`config.mk`:
```
export PLATFORM = sky130hd
export DESIGN_NAME = mesi_mem_ctrl
export DESIGN_NICKNAME = d
export VERILOG_FILES = /design/src/rtl/mesi_mem_ctrl.sv
export SDC_FILE = /design/constraint.sdc
export NUM_CORES = 1
export LEC_CHECK = 0
export BUFFER_PORTS_ARGS = -buffer_cell sky130_fd_sc_hd__buf_2
export CAP_MARGIN = 20
export CORE_MARGIN = 2
export CORE_UTILIZATION = 30
export DETAILED_ROUTE_END_ITERATION = 12
export PLACE_DENSITY = 0.53
export SYNTH_ARGS = -nofsm -noshare
export SYNTH_HDL_FRONTEND = slang
export SYNTH_SLANG_ARGS = --single-unit
```
`constraint.sdc`:
```
create_clock -name clk -period 2.3 [get_ports clk]
set_input_delay 0.46 -clock clk [delete_from_list [all_inputs] [get_ports clk]]
set_output_delay 0.46 -clock clk [all_outputs]
set_load 0.1 [all_outputs]
```
`src/rtl/mesi_mem_ctrl.sv`:
```
`default_nettype none
// ============================================================================
// Module   : mesi_mem_ctrl
// Purpose  : Shared memory controller and round-robin bus arbiter for two
//            MESI cache cores. It accepts BusRd / BusRdX / BusUpgr / Flush,
//            broadcasts a snoop to the peer core, and serves data from a
//            peer flush or from a small backing memory. Every data-bearing
//            transaction gets exactly one response pulse.
// Ports    : clk, reset            - clock, synchronous active-high reset
//            req_valid/ready/op/addr/data - per-core request channel
//            snp_req_*             - snoop broadcast to the peer core
//            snp_flush/shared/data - per-core snoop replies
//            rsp_valid/pid/data/shared - response to the requesting core
//            busy                  - controller not in IDLE
//            stat_mem_rd/peer_fwd/wb - saturating event counters, present
//                                    only when MESI_MEM_CTRL_STATS_EN is
//                                    defined
// Revision : 1.0 - initial release
// ============================================================================
module mesi_mem_ctrl #(
    parameter int DATA_W    = 8,
    parameter int ADDR_W    = 4,
    parameter int MEM_LAT   = 2,
    parameter int SNOOP_WIN = 2
) (
    input  logic                  clk,
    input  logic                  reset,
    input  logic [1:0]            req_valid,
    output logic [1:0]            req_ready,
    input  logic [5:0]            req_op,
    input  logic [2*ADDR_W-1:0]   req_addr,
    input  logic [2*DATA_W-1:0]   req_data,
    output logic                  snp_req_valid,
    output logic                  snp_req_pid,
    output logic [2:0]            snp_req_op,
    output logic [ADDR_W-1:0]     snp_req_addr,
    input  logic [1:0]            snp_flush,
    input  logic [1:0]            snp_shared,
    input  logic [2*DATA_W-1:0]   snp_data,
    output logic                  rsp_valid,
    output logic                  rsp_pid,
    output logic [DATA_W-1:0]     rsp_data,
    output logic                  rsp_shared,
    output logic                  busy
`ifdef MESI_MEM_CTRL_STATS_EN
    ,
    output logic [15:0]           stat_mem_rd,
    output logic [15:0]           stat_peer_fwd,
    output logic [15:0]           stat_wb
`endif
);

    localparam int c_DEPTH   = 1 << ADDR_W;
    localparam int c_CNT_MAX = (MEM_LAT > SNOOP_WIN) ? MEM_LAT : SNOOP_WIN;
    localparam int c_CNT_W   = $clog2(c_CNT_MAX) + 1;

    localparam logic [c_CNT_W-1:0] c_SW_LAST = c_CNT_W'(SNOOP_WIN - 1);
    localparam logic [c_CNT_W-1:0] c_ML_LAST = c_CNT_W'(MEM_LAT - 1);

    localparam logic [2:0] c_OP_RD    = 3'b001;
    localparam logic [2:0] c_OP_RDX   = 3'b010;
    localparam logic [2:0] c_OP_UPGR  = 3'b011;
    localparam logic [2:0] c_OP_FLUSH = 3'b100;

    localparam int         c_ST_W   = 3;
    localparam logic [c_ST_W-1:0] c_IDLE  = 3'd0;
    localparam logic [c_ST_W-1:0] c_WB    = 3'd1;
    localparam logic [c_ST_W-1:0] c_UPG   = 3'd2;
    localparam logic [c_ST_W-1:0] c_SNOOP = 3'd3;
    localparam logic [c_ST_W-1:0] c_SWAIT = 3'd4;
    localparam logic [c_ST_W-1:0] c_MEM   = 3'd5;
    localparam logic [c_ST_W-1:0] c_RESP  = 3'd6;

    logic [c_ST_W-1:0]  r_state;
    logic [c_ST_W-1:0]  w_next_state;

    logic               r_last_grant;
    logic               r_pid;
    logic [2:0]         r_op;
    logic [ADDR_W-1:0]  r_addr;
    logic [DATA_W-1:0]  r_data;
    logic [c_CNT_W-1:0] r_cnt;
    logic               r_shared_seen;
    logic [DATA_W-1:0]  r_mem [c_DEPTH];

    logic               r_rsp_pid;
    logic [DATA_W-1:0]  r_rsp_data;
    logic               r_rsp_shared;

    logic [1:0]         w_grant;
    logic               w_pref;
    logic               w_hs;
    logic               w_gnt_id;
    logic [2:0]         w_gnt_op;
    logic [ADDR_W-1:0]  w_gnt_addr;
    logic [DATA_W-1:0]  w_gnt_data;
    logic               w_peer;
    logic               w_peer_flush;
    logic               w_peer_shared;
    logic [DATA_W-1:0]  w_peer_data;
    logic [DATA_W-1:0]  w_mem_rd;
    logic               w_swait_last;
    logic               w_mem_last;

    // ------------------------------------------------------------------
    // Arbiter: only an idle controller grants, and only to a requesting
    // core. The core that did not win last time is preferred.
    // ------------------------------------------------------------------
    assign w_pref = ~r_last_grant;

    always_comb begin
        w_grant = 2'b00;
        if (r_state == c_IDLE) begin
            if (req_valid[w_pref]) begin
                w_grant[w_pref] = 1'b1;
            end else if (req_valid[r_last_grant]) begin
                w_grant[r_last_grant] = 1'b1;
            end
        end
    end

    assign w_hs       = |w_grant;
    assign w_gnt_id   = w_grant[1];
    assign w_gnt_op   = w_gnt_id ? req_op[5:3] : req_op[2:0];
    assign w_gnt_addr = w_gnt_id ? req_addr[2*ADDR_W-1:ADDR_W] : req_addr[ADDR_W-1:0];
    assign w_gnt_data = w_gnt_id ? req_data[2*DATA_W-1:DATA_W] : req_data[DATA_W-1:0];

    // Only the non-requesting core's snoop reply matters.
    assign w_peer        = ~r_pid;
    assign w_peer_flush  = snp_flush[w_peer];
    assign w_peer_shared = snp_shared[w_peer];
    assign w_peer_data   = w_peer ? snp_data[2*DATA_W-1:DATA_W] : snp_data[DATA_W-1:0];

    assign w_mem_rd     = r_mem[r_addr];
    assign w_swait_last = (r_cnt == c_SW_LAST);
    assign w_mem_last   = (r_cnt == c_ML_LAST);

    // ------------------------------------------------------------------
    // FSM: state register
    // ------------------------------------------------------------------
    always_ff @(posedge clk) begin
        if (reset) begin
            r_state <= c_IDLE;
        end else begin
            r_state <= w_next_state;
        end
    end

    // ------------------------------------------------------------------
    // FSM: next-state logic
    // ------------------------------------------------------------------
    always_comb begin
        w_next_state = r_state;
        case (r_state)
            c_IDLE: begin
                if (w_hs) begin
                    case (w_gnt_op)
                        c_OP_FLUSH:         w_next_state = c_WB;
                        c_OP_UPGR:          w_next_state = c_UPG;
                        c_OP_RD, c_OP_RDX:  w_next_state = c_SNOOP;
                        default:            w_next_state = c_IDLE; // dropped
                    endcase
                end
            end
            c_WB:    w_next_state = c_IDLE;
            c_UPG:   w_next_state = c_RESP;
            c_SNOOP: w_next_state = c_SWAIT;
            c_SWAIT: begin
                if (w_peer_flush) begin
                    w_next_state = c_RESP;
                end else if (w_swait_last) begin
                    w_next_state = c_MEM;
                end
            end
            c_MEM: begin
                if (w_mem_last) begin
                    w_next_state = c_RESP;
                end
            end
            c_RESP:  w_next_state = c_IDLE;
            default: w_next_state = c_IDLE;
        endcase
    end

    // ------------------------------------------------------------------
    // FSM: outputs
    // ------------------------------------------------------------------
    always_comb begin
        req_ready     = w_grant;
        busy          = (r_state != c_IDLE);
        snp_req_valid = (r_state == c_SNOOP) || (r_state == c_UPG);
        rsp_valid     = (r_state == c_RESP);
        snp_req_pid   = r_pid;
        snp_req_op    = r_op;
        snp_req_addr  = r_addr;
        rsp_pid       = r_rsp_pid;
        rsp_data      = r_rsp_data;
        rsp_shared    = r_rsp_shared;
    end

    // ------------------------------------------------------------------
    // Datapath: request latch, counters, memory and response registers.
    // Response registers load on entry to RESP and then hold.
    // ------------------------------------------------------------------
    always_ff @(posedge clk) begin
        if (reset) begin
            r_last_grant  <= 1'b1;
            r_pid         <= 1'b0;
            r_op          <= 3'b000;
            r_addr        <= '0;
            r_data        <= '0;
            r_cnt         <= '0;
            r_shared_seen <= 1'b0;
            r_rsp_pid     <= 1'b0;
            r_rsp_data    <= '0;
            r_rsp_shared  <= 1'b0;
            r_mem         <= '{default: {DATA_W{1'b1}}};
        end else begin
            case (r_state)
                c_IDLE: begin
                    if (w_hs) begin
                        r_pid        <= w_gnt_id;
                        r_op         <= w_gnt_op;
                        r_addr       <= w_gnt_addr;
                        r_data       <= w_gnt_data;
                        r_last_grant <= w_gnt_id;
                    end
                end
                c_WB: begin
                    r_mem[r_addr] <= r_data;
                end
                c_UPG: begin
                    r_rsp_pid    <= r_pid;
                    r_rsp_data   <= w_mem_rd;
                    r_rsp_shared <= 1'b0;
                end
                c_SNOOP: begin
                    r_shared_seen <= 1'b0;
                    r_cnt         <= '0;
                end
                c_SWAIT: begin
                    // A flush in the same cycle as a shared reply takes priority.
                    if (w_peer_flush) begin
                        r_mem[r_addr] <= w_peer_data;
                        r_rsp_pid     <= r_pid;
                        r_rsp_data    <= w_peer_data;
                        r_rsp_shared  <= (r_op == c_OP_RD);
                    end else begin
                        if (w_peer_shared) begin
                            r_shared_seen <= 1'b1;
                        end
                        if (w_swait_last) begin
                            r_cnt <= '0;
                        end else begin
                            r_cnt <= r_cnt + 1'b1;
                        end
                    end
                end
                c_MEM: begin
                    if (w_mem_last) begin
                        r_rsp_pid    <= r_pid;
                        r_rsp_data   <= w_mem_rd;
                        r_rsp_shared <= r_shared_seen && (r_op == c_OP_RD);
                    end else begin
                        r_cnt <= r_cnt + 1'b1;
                    end
                end
                default: begin
                end
            endcase
        end
    end

`ifdef MESI_MEM_CTRL_STATS_EN
    logic [15:0] r_stat_mem_rd;
    logic [15:0] r_stat_peer_fwd;
    logic [15:0] r_stat_wb;

    always_ff @(posedge clk) begin
        if (reset) begin
            r_stat_mem_rd   <= '0;
            r_stat_peer_fwd <= '0;
            r_stat_wb       <= '0;
        end else begin
            if ((r_state == c_MEM) && w_mem_last && (r_stat_mem_rd != 16'hFFFF)) begin
                r_stat_mem_rd <= r_stat_mem_rd + 16'd1;
            end
            if ((r_state == c_SWAIT) && w_peer_flush && (r_stat_peer_fwd != 16'hFFFF)) begin
                r_stat_peer_fwd <= r_stat_peer_fwd + 16'd1;
            end
            if ((r_state == c_WB) && (r_stat_wb != 16'hFFFF)) begin
                r_stat_wb <= r_stat_wb + 16'd1;
            end
        end
    end

    assign stat_mem_rd   = r_stat_mem_rd;
    assign stat_peer_fwd = r_stat_peer_fwd;
    assign stat_wb       = r_stat_wb;
`endif

endmodule
`default_nettype wire

```
Yosys cells after proc, flatten, opt, wreduce, memory -nomap -nowiden --
Index checks and enable logic that the tools add are counted.
Storage, ports and cells: output and inout bits 23, word-level logic and storage cells 126, register bits 161, memories 0, bits in latches 0, RAM bits 0, ROM bits 0, input bits 54
Operators by class: multiplexer cells 50, bitwise operators 3, add/sub/neg operators 1, div/mod/pow operators 0, multiply operators 0, shifts and indexed selects 0, magnitude comparators 7, equality and inequality tests 19, reduce and logical (&&, ||, !) cells 19
Operator list (count):
- $bwmux W128 | 2
- $pmux W128 S2 | 1
- $mux W128 | 1
- $mux W8 | 7
- $bmux W8 S4 | 1
- $demux W8 S4 | 1
- $pmux W8 S3 | 1
- $mux W1 | 16
- $mux W3 | 5
- $pmux W3 S5 | 1
- $eq A3 B2 Y1 const B | 4
- $eq A3 B3 Y1 const B | 4
- $mux W2 | 6
- $ne A2 B2 Y1 const B | 6
- $pmux W2 S3 | 2
- $reduce_and A3 Y1 | 4
- $eq A3 B1 Y1 const B | 3
- $reduce_bool A3 Y1 | 3
- $lt A1 B2 Y1 const B | 3
- $pmux W1 S3 | 2
- $ge A5 B5 Y1 const B | 1
- $lt A5 B1 Y1 const B | 1
- $not A4 Y5 | 1
- $logic_and A1 B1 Y1 | 4
- other kinds (13) | 19

Depth between registers and ports, before layout --
Gate-level depths: netlist (run 1).
word-level depth 13, gate-level depth with buffers 8, depth with buffers taken out 6

Worst setup path after synthesis (run 1) --
Ideal clock, no wire load.
path kind flip-flop to output port, from reg r_state[1], to out rsp_valid, data arrival time 2.140 ns, slack -0.300 ns, path buffers 2, stages on the path, launching flop included 5, path through dfxtp_1 buf_6 inv_2 buf_2 nor2_1
Between the ends: longest elaborated chain between the ends 1
Ends and longest elaborated chain:
- start: declaration | RTL line 74 | logic [c_ST_W-1:0] r_state;
- start signal: assignment | RTL line 143 | r_state <= c_IDLE;
- start signal: assignment | RTL line 145 | r_state <= w_next_state;
- $eq A3 B3 Y1 | RTL line 192 | rsp_valid = (r_state == c_RESP);
- end: declaration | RTL line 40 | output logic rsp_valid,
No other way between the ends.

Final worst setup path (run 1) --
from reg r_state[2], to out req_ready[0]
Between the ends: longest elaborated chain between the ends 2
Ends and longest elaborated chain:
- $logic_not A3 Y1 | RTL line 113 | if (r_state == c_IDLE) begin
- $mux W2 | RTL line 113
- end: declaration | RTL line 29 | output logic [1:0] req_ready,
No other way between the ends.

==> flow_summary.toml, run 1 <==
[outcome]
status = "finished clean"

[logic_synthesis]
synthArstFlopShare_pct = 0
ys_warn_count = 0
ys_types = 51
ys_seq_area_share_pct = 39.7
syn_nets = 851
synth_edf_count = 0
syn_avg_cell_area_sq_um = 10.2
synth_flop_cell = "dfxtp_1"
synth_top_area_share_pct = 39.7
ys_ff_latch = 161
synth_area_leaders = "dfxtp_1, mux2i_1, nor2_1, mux4_2, nand4_4"
syn_inst = 793
yosysTopAreaCell = "dfxtp_1"
netlist_area_sq_mm = 0.00812

[setup_path]
cp.required_ns = 1.84
cpMaxStageDelayCell = "dfxtp_1"
start_kind = "register"
path_max_fanout = 11
timing.rr.start = "r_state[2]"
cp.buffers_inverters = 2
critPathCaptureType = "output port"
rr_worst_depth = 5
critPathKind = "reg2out"
arrival_ns = 1.76
crit_chain = "nor3_2, buf_4, and3_1, buf_6"
regToRegEndpoint = "rsp_data[3]"
max_stage_delay_ns = 0.41
path_delay_family = "simple AND/OR/NAND/NOR gates"
r2r_slack_ns = 0.26

[final_layout]
final_util_pct = 35.6
antenna_cells = 0
final_cell_mix = "mux2i_1, nor2_1, dfxtp_1"
n_fill_cell = 2690
stdcell_count = 1212
layout_commonest_cell = "mux2i_1"
seq_area_sq_mm = 0.00323
drive_gt1_share_pct = 24.0
syn_to_final_growth_pct = 17.4
stdcell_area_sq_mm = 0.00954
final_nets = 916
multiInputGateArea_sq_mm = 0.00447

[min_path]
worstHoldStart = "req_valid[0]"
hold_path_class = "in2reg"
hold_end = "r_last_grant"
min_path_cells = 3

[route]
wl_microns = 21500
vias = 5999
ant_nets = 0
drc = 0
vias_per_cell = 4.95
wl_per_cell_microns = 17.8
first_pass_iters = 5
drt-initial-drc-count = 368

[die]
core_sq_mm = 0.0268
die_width_microns = 169
num_rows = 60
pin_count = 77
die_h_microns = 169
initial_utilization_pct = 30.3
design.die.area_sq_mm = 0.0284

[sta]
setup_slack_ns = 0.0843
hold_viol = 0
post-route-min-period_ns = 2.22
max_freq_ghz = 0.451
fin_skew_ns = 0.0206
period_share_pct = 96.3
setup_viol = 0
relSlewSlack_pct = 45.8
rsz0062_at_grt = "false"
tightest_slew_ns = 0.813
finalSetupTns_ns = 0
drv_slew = 0
whs_ns = 0.353

[power]
vdd_drop_max_mv = 0.590
power_density_mw_per_mm2 = 1130
power.total_mw = 10.8
p_leak_nw = 4.44

[clocking]
cts-root-buf = "clkbuf_16"
clk_latency_ns = 0.43
clockBufferDepth = 2
cts_buffers = 17
cts_htree_levels = 4
path_clk_slew_ns = 0.07
cts_tree = "built"
cts_sinks = 161

[global_route]
first_global_vias = 5831
track_usage_pct = 15.5
antenna_found_initial = 0
grt_pass1_wl_microns = 33700
gr-total-overflow = 0
grt_start_max_net_pins = 79

[placed_design]
dpl.hpwl_microns = 15100
dp_cells = 1180
dp_slack_ns = 0.290
place_congestion = 0.827
placed_area_sq_mm = 0.00893
portBuffers = 76

[run]
drv_cap = 0
-- flip-flops by register name (all words and copies together), names as in the netlist --
register	count
r_shared_seen	1
r_data	8
snp_req_pid	1
rsp_pid	1
r_last_grant	1
rsp_data	8
snp_req_addr	4
rsp_shared	1
snp_req_op	3
r_mem	128
r_cnt	2
r_state	3
-- cell usage after synthesis, types with 2 or more instances --
master	count
a211oi_1	15
a211oi_4	8
a21oi_1	18
a21oi_2	8
a22oi_1	17
a311oi_1	9
and2_1	3
and4b_1	8
buf_1	4
buf_2	17
buf_4	3
buf_6	17
clkbuf_1	27
dfxtp_1	161
ha_1	4
inv_1	6
mux2_2	2
mux2i_1	184
mux4_2	16
nand2_1	3
nand2b_1	9
nand3_1	11
nand4_1	9
nand4_2	6
nand4_4	10
nor2_1	165
nor2b_1	9
nor3_1	9
nor3b_1	2
o2111ai_1	2
o211ai_1	2
o21ai_0	9
xor2_1	2
-- per-layer routing --
layer | vias up | global-route usage, % | routed length, microns
li1 | 2976 | - | -
met1 | 2865 | 21.6 | 10600
met2 | 142 | 23.3 | 9500
met3 | 16 | 3.44 | 1080
met4 | 0 | 5.77 | 353
met5 | - | 0 | 0
-- how the worst max path moves through the flow --
stage,end,slack [ns],startpoint,depth (start not counted)
floorplan,r_mem[15],0.12,snp_req_addr[2],4
global placement,rsp_data[3],0.31,r_state[2],5
detailed placement,r_mem[103],0.29,snp_req_pid,5
CTS,req_ready[0],0.05,r_state[2],4
global route,busy,0.008,r_state[1],4
finish,req_ready[0],0.08,r_state[2],4
-- cell families (layout without fill, tap and decap cells) --
logic type               Yosys count  in the layout  synth area share, %
adder cells (fa/ha/maj)            4              4                0.616
buffers and inverters             75            153                 5.44
AND/OR/NAND/NOR                  251            251                 16.7
multiplexers                     203            203                 27.5
AO/OA/AOI/OAI                     97             97                 9.84
XOR/XNOR                           2              2                0.216
flip-flops                       161            161                 39.7
-- where the power goes --
| group | total (mW) | internal, mW | switching (mW) |
|---|---|---|---|
| Sequential | 3.45 | 3.09 | 0.362 |
| Clock | 2.83 | 1.66 | 1.17 |
| Combinational | 4.52 | 1.44 | 3.08 |
| Total | 10.8 | 6.19 | 4.61 |
-- worst min-delay path, stage by stage --
cell	delay, ns
buf_2	0.12
nand2_1	0.06
a211o_1	0.11
-- layout make-up --
cell class / instances / share of cell area, %
multi-input combinational: 557 / 46.8
tap: 341 / 4.47
clock buffer: 20 / 4.79
inverter: 7 / 0.315
clock inverter: 12 / 1.39
timing repair buffer: 114 / 8.37
sequential: 161 / 33.8
-- what timing repair did --
item	CTS	global route
setup endpoints to repair	3	1
buffers inserted	0	0
resized for setup	3	1
hold buffers	0	0
pin swaps	0	0
Power figures use the tool's default switching activity.
==> run 2, diff against run 1 <==
--- a/config.mk
+++ b/config.mk
@@ -5,6 +5,7 @@
 export SDC_FILE = /design/constraint.sdc
 export NUM_CORES = 1
 export LEC_CHECK = 0
+export ABC_AREA = 1
 export BUFFER_PORTS_ARGS = -buffer_cell sky130_fd_sc_hd__buf_2
 export CAP_MARGIN = 20
 export CORE_MARGIN = 2
==> run 2 against run 1 <==
Maximum frequency grew 1.5%; cell count grew 5.0%; routed wire length shrank 8.3%; largest cell class unchanged; critical path type unchanged; utilization grew 0.66 points; total power grew 10%; area after synthesis shrank 14%.
==> flow_summary.toml, run 2 <==
[sta]
finalSetupTns_ns = 0
fin_skew_ns = 0.00967
period_share_pct = 94.9
tightest_slew_ns = 0.666
setup_viol = 0
hold_viol = 0
whs_ns = 0.300
drv_slew = 0
max_freq_ghz = 0.458
rsz0062_at_grt = "false"
post-route-min-period_ns = 2.18
relSlewSlack_pct = 55.6

[die]
core_sq_mm = 0.0228
pin_count = 77
design.die.area_sq_mm = 0.0246
die_h_microns = 157
num_rows = 55
initial_utilization_pct = 30.8
die_width_microns = 157

[logic_synthesis]
synth_area_leaders = "dfxtp_1, a21oi_1, nand2_1, o21ai_0, a22oi_1"
syn_nets = 954
netlist_area_sq_mm = 0.00702
syn_inst = 896
synth_top_area_share_pct = 45.9
ys_ff_latch = 161
ys_types = 31
synth_flop_cell = "dfxtp_1"
ys_warn_count = 0
synth_common_cells = "nand2_1, dfxtp_1, a21oi_1"
syn_avg_cell_area_sq_um = 7.83
synthArstFlopShare_pct = 0
synth_most_common_cell = "nand2_1"
synth_edf_count = 0
ys_seq_area_share_pct = 45.9
yosysTopAreaCell = "dfxtp_1"

[placed_design]
portBuffers = 76
dpl.hpwl_microns = 12900
place_congestion = 0.813

[setup_path]
critPathKind = "reg2out"
arrival_ns = 1.72
cp.required_ns = 1.84
cpMaxStageDelayCell = "dfxtp_1"
max_stage_delay_ns = 0.37
critPathCaptureType = "output port"
path_max_fanout = 13
cp.buffers_inverters = 2
path_delay_family = "simple AND/OR/NAND/NOR gates"
crit_chain = "nor2_4, nand2_8, nor2_1, buf_4, buf_12"
start_kind = "register"

[final_layout]
drive_gt1_share_pct = 15.5
antenna_cells = 0
largest_register_ffs = 128
largest_register = "r_mem"
layout_commonest_cell = "nand2_1"
syn_to_final_growth_pct = 17.7
final_nets = 1007
final_cell_mix = "nand2_1, dfxtp_1, a21oi_1"

[power]
power_density_mw_per_mm2 = 1440
pwr-share-clk_pct = 21.4
combinationalPowerShare_pct = 49.4
p_leak_nw = 3.29
vdd_drop_max_mv = 1.22
p_int_mw = 6.17
p_switching_mw = 5.72
swShare_pct = 48.1
power_frac_seq_pct = 29.2

[outcome]
status = "finished clean"

[global_route]
gr-usage-met1_pct = 23.4
use_met2_pct = 24.4
track_usage_pct = 16.4
antenna_found_initial = 0
grt_start_max_net_pins = 54
first_global_vias = 5756
grt_busiest_layer = "met2"
grt_pass1_wl_microns = 31500
gr-total-overflow = 0
grt_use_met3_pct = 3.85

[clocking]
clockBufferDepth = 2
cts_resized = 0
cts_sinks = 161
clk_latency_ns = 0.42
post_cts_buffers = 0
cts_buffers = 17
path_clk_slew_ns = 0.06
cts_hold_buf = 0
cts-root-buf = "clkbuf_16"
cts_tree = "built"
cts_htree_levels = 4

[route]
wl_microns = 19700
drc = 0
ant_nets = 0
vias = 6270
first_pass_iters = 5
vias_per_cell = 4.93
drt-initial-drc-count = 403
wl_per_cell_microns = 15.5

[run]
drv_cap = 0

[min_path]
hold_path_class = "in2reg"
[run 2: cell count changes after synthesis, sizes merged, moves of 28 or more]
cell,change
a21oi,+118
a22oi,+47
inv,+28
mux2i,-183
nand2,+178
nor2,-145
o21ai,+140
[run 2: stage by stage]
| step | cell area, sq um | utilization [%] | total power [mW] | worst slack, ns | instances |
|---|---|---|---|---|---|
| 2_1_floorplan | 7050 | - | 7.79 | 0.0265 | 896 |
| 3_3_place_gp | 7730 | 33.9 | 9.40 | 0.237 | 1243 |
| 3_5_place_dp | 7730 | 33.9 | 9.42 | 0.158 | 1243 |
| 4_1_cts | 8250 | 36.2 | 12.0 | 0.0366 | 1272 |
| 5_1_grt | 8260 | 36.2 | 12.7 | 0.0224 | 1272 |
| 6_report | 8260 | 36.2 | 11.9 | 0.118 | 1272 |
[run 2: power by group through the flow]
stage	clock network [mW]	logic, mW	registers (mW)
after floorplan	0	3.30	4.49
after detailed placement	0	5.89	3.53
after CTS	2.61	5.90	3.47
after global placement	0	5.88	3.52
after global routing	2.74	6.40	3.52
final	2.55	5.87	3.47
[run 2: worst min-delay path: stages]
cell	delay, ns
buf_2	0.09
nand2_1	0.05
a31oi_1	0.07
[run 2: final cells by class]
cell class | instances | area (sq um)
inverters | 37 | 141
clock buffers | 24 | 492
fillers | 2429 | 14500
well taps | 313 | 392
clock inverters | 5 | 31.3
repair buffers | 101 | 651
multi-input cells | 631 | 3330
flip-flops and latches | 161 | 3220
[run 2: kinds of logic after synthesis]
logic type,synth area share (%)
AO/OA/AOI/OAI,30.8
AND/OR/NAND/NOR,15.3
multiplexers,0.143
buffers and inverters,7.13
adder cells (fa/ha/maj),0.713
flip-flops,45.9
[run 2: layer usage]
| metal | routed length [microns] | vias up | part of all wire (%) |
|---|---|---|---|
| li1 | - | 3259 | - |
| met1 | 9910 | 2850 | 50 |
| met2 | 8610 | 142 | 44 |
| met3 | 909 | 19 | 4.6 |
| met4 | 303 | 0 | 1.5 |
| met5 | 0 | - | 0 |
[run 2: final timing paths]
check | end | startpoint | cells past startpoint | slack, ns
max | req_ready[1] | r_state[1] | 5 | 0.12
min | r_data[4] | req_data[4] | 3 | 0.30
max reg2reg | r_mem[66] | snp_req_pid | 8 | 0.25
min reg2reg | r_mem[46] | r_mem[46] | 2 | 0.47
==> run 3, diff against run 2 <==
--- a/config.mk
+++ b/config.mk
@@ -5,13 +5,14 @@
 export SDC_FILE = /design/constraint.sdc
 export NUM_CORES = 1
 export LEC_CHECK = 0
-export ABC_AREA = 1
 export BUFFER_PORTS_ARGS = -buffer_cell sky130_fd_sc_hd__buf_2
 export CAP_MARGIN = 20
+export CELL_PAD_IN_SITES_DETAIL_PLACEMENT = 0
+export CELL_PAD_IN_SITES_GLOBAL_PLACEMENT = 1
 export CORE_MARGIN = 2
 export CORE_UTILIZATION = 30
 export DETAILED_ROUTE_END_ITERATION = 12
-export PLACE_DENSITY = 0.53
+export PLACE_DENSITY = 0.62
 export SYNTH_ARGS = -nofsm -noshare
 export SYNTH_HDL_FRONTEND = slang
 export SYNTH_SLANG_ARGS = --single-unit
==> run 3 against run 2 <==
Die area is 15% higher; sequential cell count stayed put; sequential share of layout area is 5.5 points lower; first-iteration DRC count is 24% lower; sequential power is 1% lower; total power is 7.1% lower; largest cell class unchanged.
==> flow_summary.toml, run 3 (same netlist as run 1, synthesis figures left out) <==
[outcome]
status = "finished clean"

[placed_design]
dpl.hpwl_microns = 15200
placed_area_sq_mm = 0.00895
place_congestion = 0.797
dp_slack_ns = 0.0741
dp_cells = 1181
portBuffers = 76

[final_layout]
stdcell_area_sq_mm = 0.00963
largest_register_ffs = 128
drive_gt1_share_pct = 24.6
final_nets = 919
final_cell_mix = "mux2i_1, nor2_1, dfxtp_1"
stdcell_count = 1215
antenna_cells = 0
largest_register = "r_mem"
syn_to_final_growth_pct = 18.5
layout_commonest_cell = "mux2i_1"

[route]
maxUsedRoutingLayer = "met4"
wl_met1_microns = 10800
vias = 5949
drc = 0
ant_nets = 0
wl_per_cell_microns = 17.9
first_pass_iters = 4
wl_microns = 21800
wl_met2_microns = 9990
vias_per_cell = 4.90
drt-initial-drc-count = 306
wl_met3_microns = 707

[run]
drv_cap = 0

[die]
die_width_microns = 169
num_rows = 60
pin_count = 77
core_sq_mm = 0.0268
design.die.area_sq_mm = 0.0284
die_h_microns = 169
initial_utilization_pct = 30.3

[power]
pwr-share-clk_pct = 26.6
p_leak_nw = 4.47
vdd_drop_max_mv = 0.548
p_switching_mw = 4.77
p_int_mw = 6.28
power_density_mw_per_mm2 = 1150
swShare_pct = 43.2
combinationalPowerShare_pct = 42.5
power_frac_seq_pct = 30.9

[clocking]
cts-root-buf = "clkbuf_16"
cts_buffers = 17
cts_htree_levels = 4
clockBufferDepth = 2
cts_hold_buf = 0
clk_latency_ns = 0.42
cts_sinks = 161
path_clk_slew_ns = 0.07
cts_tree = "built"

[setup_path]
critPathCaptureType = "output port"
critPathKind = "reg2out"
cp.required_ns = 1.84
cpMaxStageDelayCell = "dfxtp_1"
timing.rr.start = "r_state[1]"
max_stage_delay_ns = 0.41
start_kind = "register"
arrival_ns = 1.75
path_delay_family = "simple AND/OR/NAND/NOR gates"
cp.buffers_inverters = 2
path_max_fanout = 10
startpoint = "r_state[1]"
crit_chain = "nor3_2, nand3_2, clkinvlp_4, buf_12"

[min_path]
hold_path_class = "in2reg"
worstHoldStart = "req_valid[0]"

[global_route]
first_global_vias = 5827
grt_start_max_net_pins = 64
gr-total-overflow = 0
antenna_found_initial = 0
grt_pass1_wl_microns = 34200
track_usage_pct = 15.7

[sta]
setup_viol = 0
max_freq_ghz = 0.453
tightest_slew_ns = 0.801
relSlewSlack_pct = 46.5
rsz0062_at_grt = "true"
period_share_pct = 95.9
fin_skew_ns = 0.0100
setup_slack_ns = 0.0941
hold_viol = 0
finalSetupTns_ns = 0
drv_slew = 0
post-route-min-period_ns = 2.21
run 3: cell count changes in the layout (fill, tap and decap cells not counted), moves of 10 or more:
cell      delta
mux2i_1    +183
nand2_1    -177
nor2_1     +148
a21oi_1    -126
o21ai_0    -122
a22oi_1     -47
inv_1       -26
o21ai_1     -18
mux4_2      +16
a31oi_1     -13
a211oi_1    +12
buf_4       +10
nand4_4     +10
run 3: cell type report:
type                    instances  area, sq um
clock buffers                  18          439
clock inverters                14          169
fillers                      2712        17200
inverters                       7         30.0
multi-input cells             557         4470
flip-flops and latches        161         3230
well taps                     341          427
repair buffers                117          861
run 3: worst paths after layout:
path	slack, ns	cells after the start	to
max	0.09	4	req_ready[1]
min	0.35	3	r_last_grant
max reg2reg	0.21	5	r_mem[106]
min reg2reg	0.48	2	rsp_shared
run 3: power groups by stage:
stage	logic (mW)	clock network, mW	registers, mW
final	4.69	2.93	3.42
after global routing	5.00	3.11	3.47
after CTS	4.69	3.00	3.42
after detailed placement	4.67	0	3.48
after global placement	4.63	0	3.48
after floorplan	2.78	0	4.09
run 3: stage by stage:
step	hold WS (ns)	util (%)	power [mW]
floorplan	0.449	-	6.88
global placement	0.471	33.4	8.12
detailed placement	0.473	33.4	8.15
CTS	0.328	35.7	11.1
global route	0.370	35.9	11.6
finish	0.346	35.9	11.0
run 3: what timing repair did:
item | CTS | global route
cloned | 0 | 0
setup buffers | 0 | 2
pin swaps | 0 | 2
endpoints found under the setup margin | 2 | 34
gates resized for setup | 2 | 5
run 3: worst reg2reg max path: cells and delay by family, from the launching register on:
| family | cells | cell delay (ns) |
|---|---|---|
| AO/OA/AOI/OAI | 1 | 0.26 |
| buffers and inverters | 2 | 0.54 |
| flip-flops | 1 | 0.41 |
| multiplexers | 1 | 0.10 |
| AND/OR/NAND/NOR | 1 | 0.65 |
run 3: per-layer routing:
| metal | GRT usage, % | vias to the layer above |
|---|---|---|
| met5 | 0 | - |
| met4 | 3.79 | 0 |
| met3 | 2.97 | 12 |
| met2 | 25.5 | 107 |
| met1 | 21.5 | 2850 |
| li1 | - | 2980 |
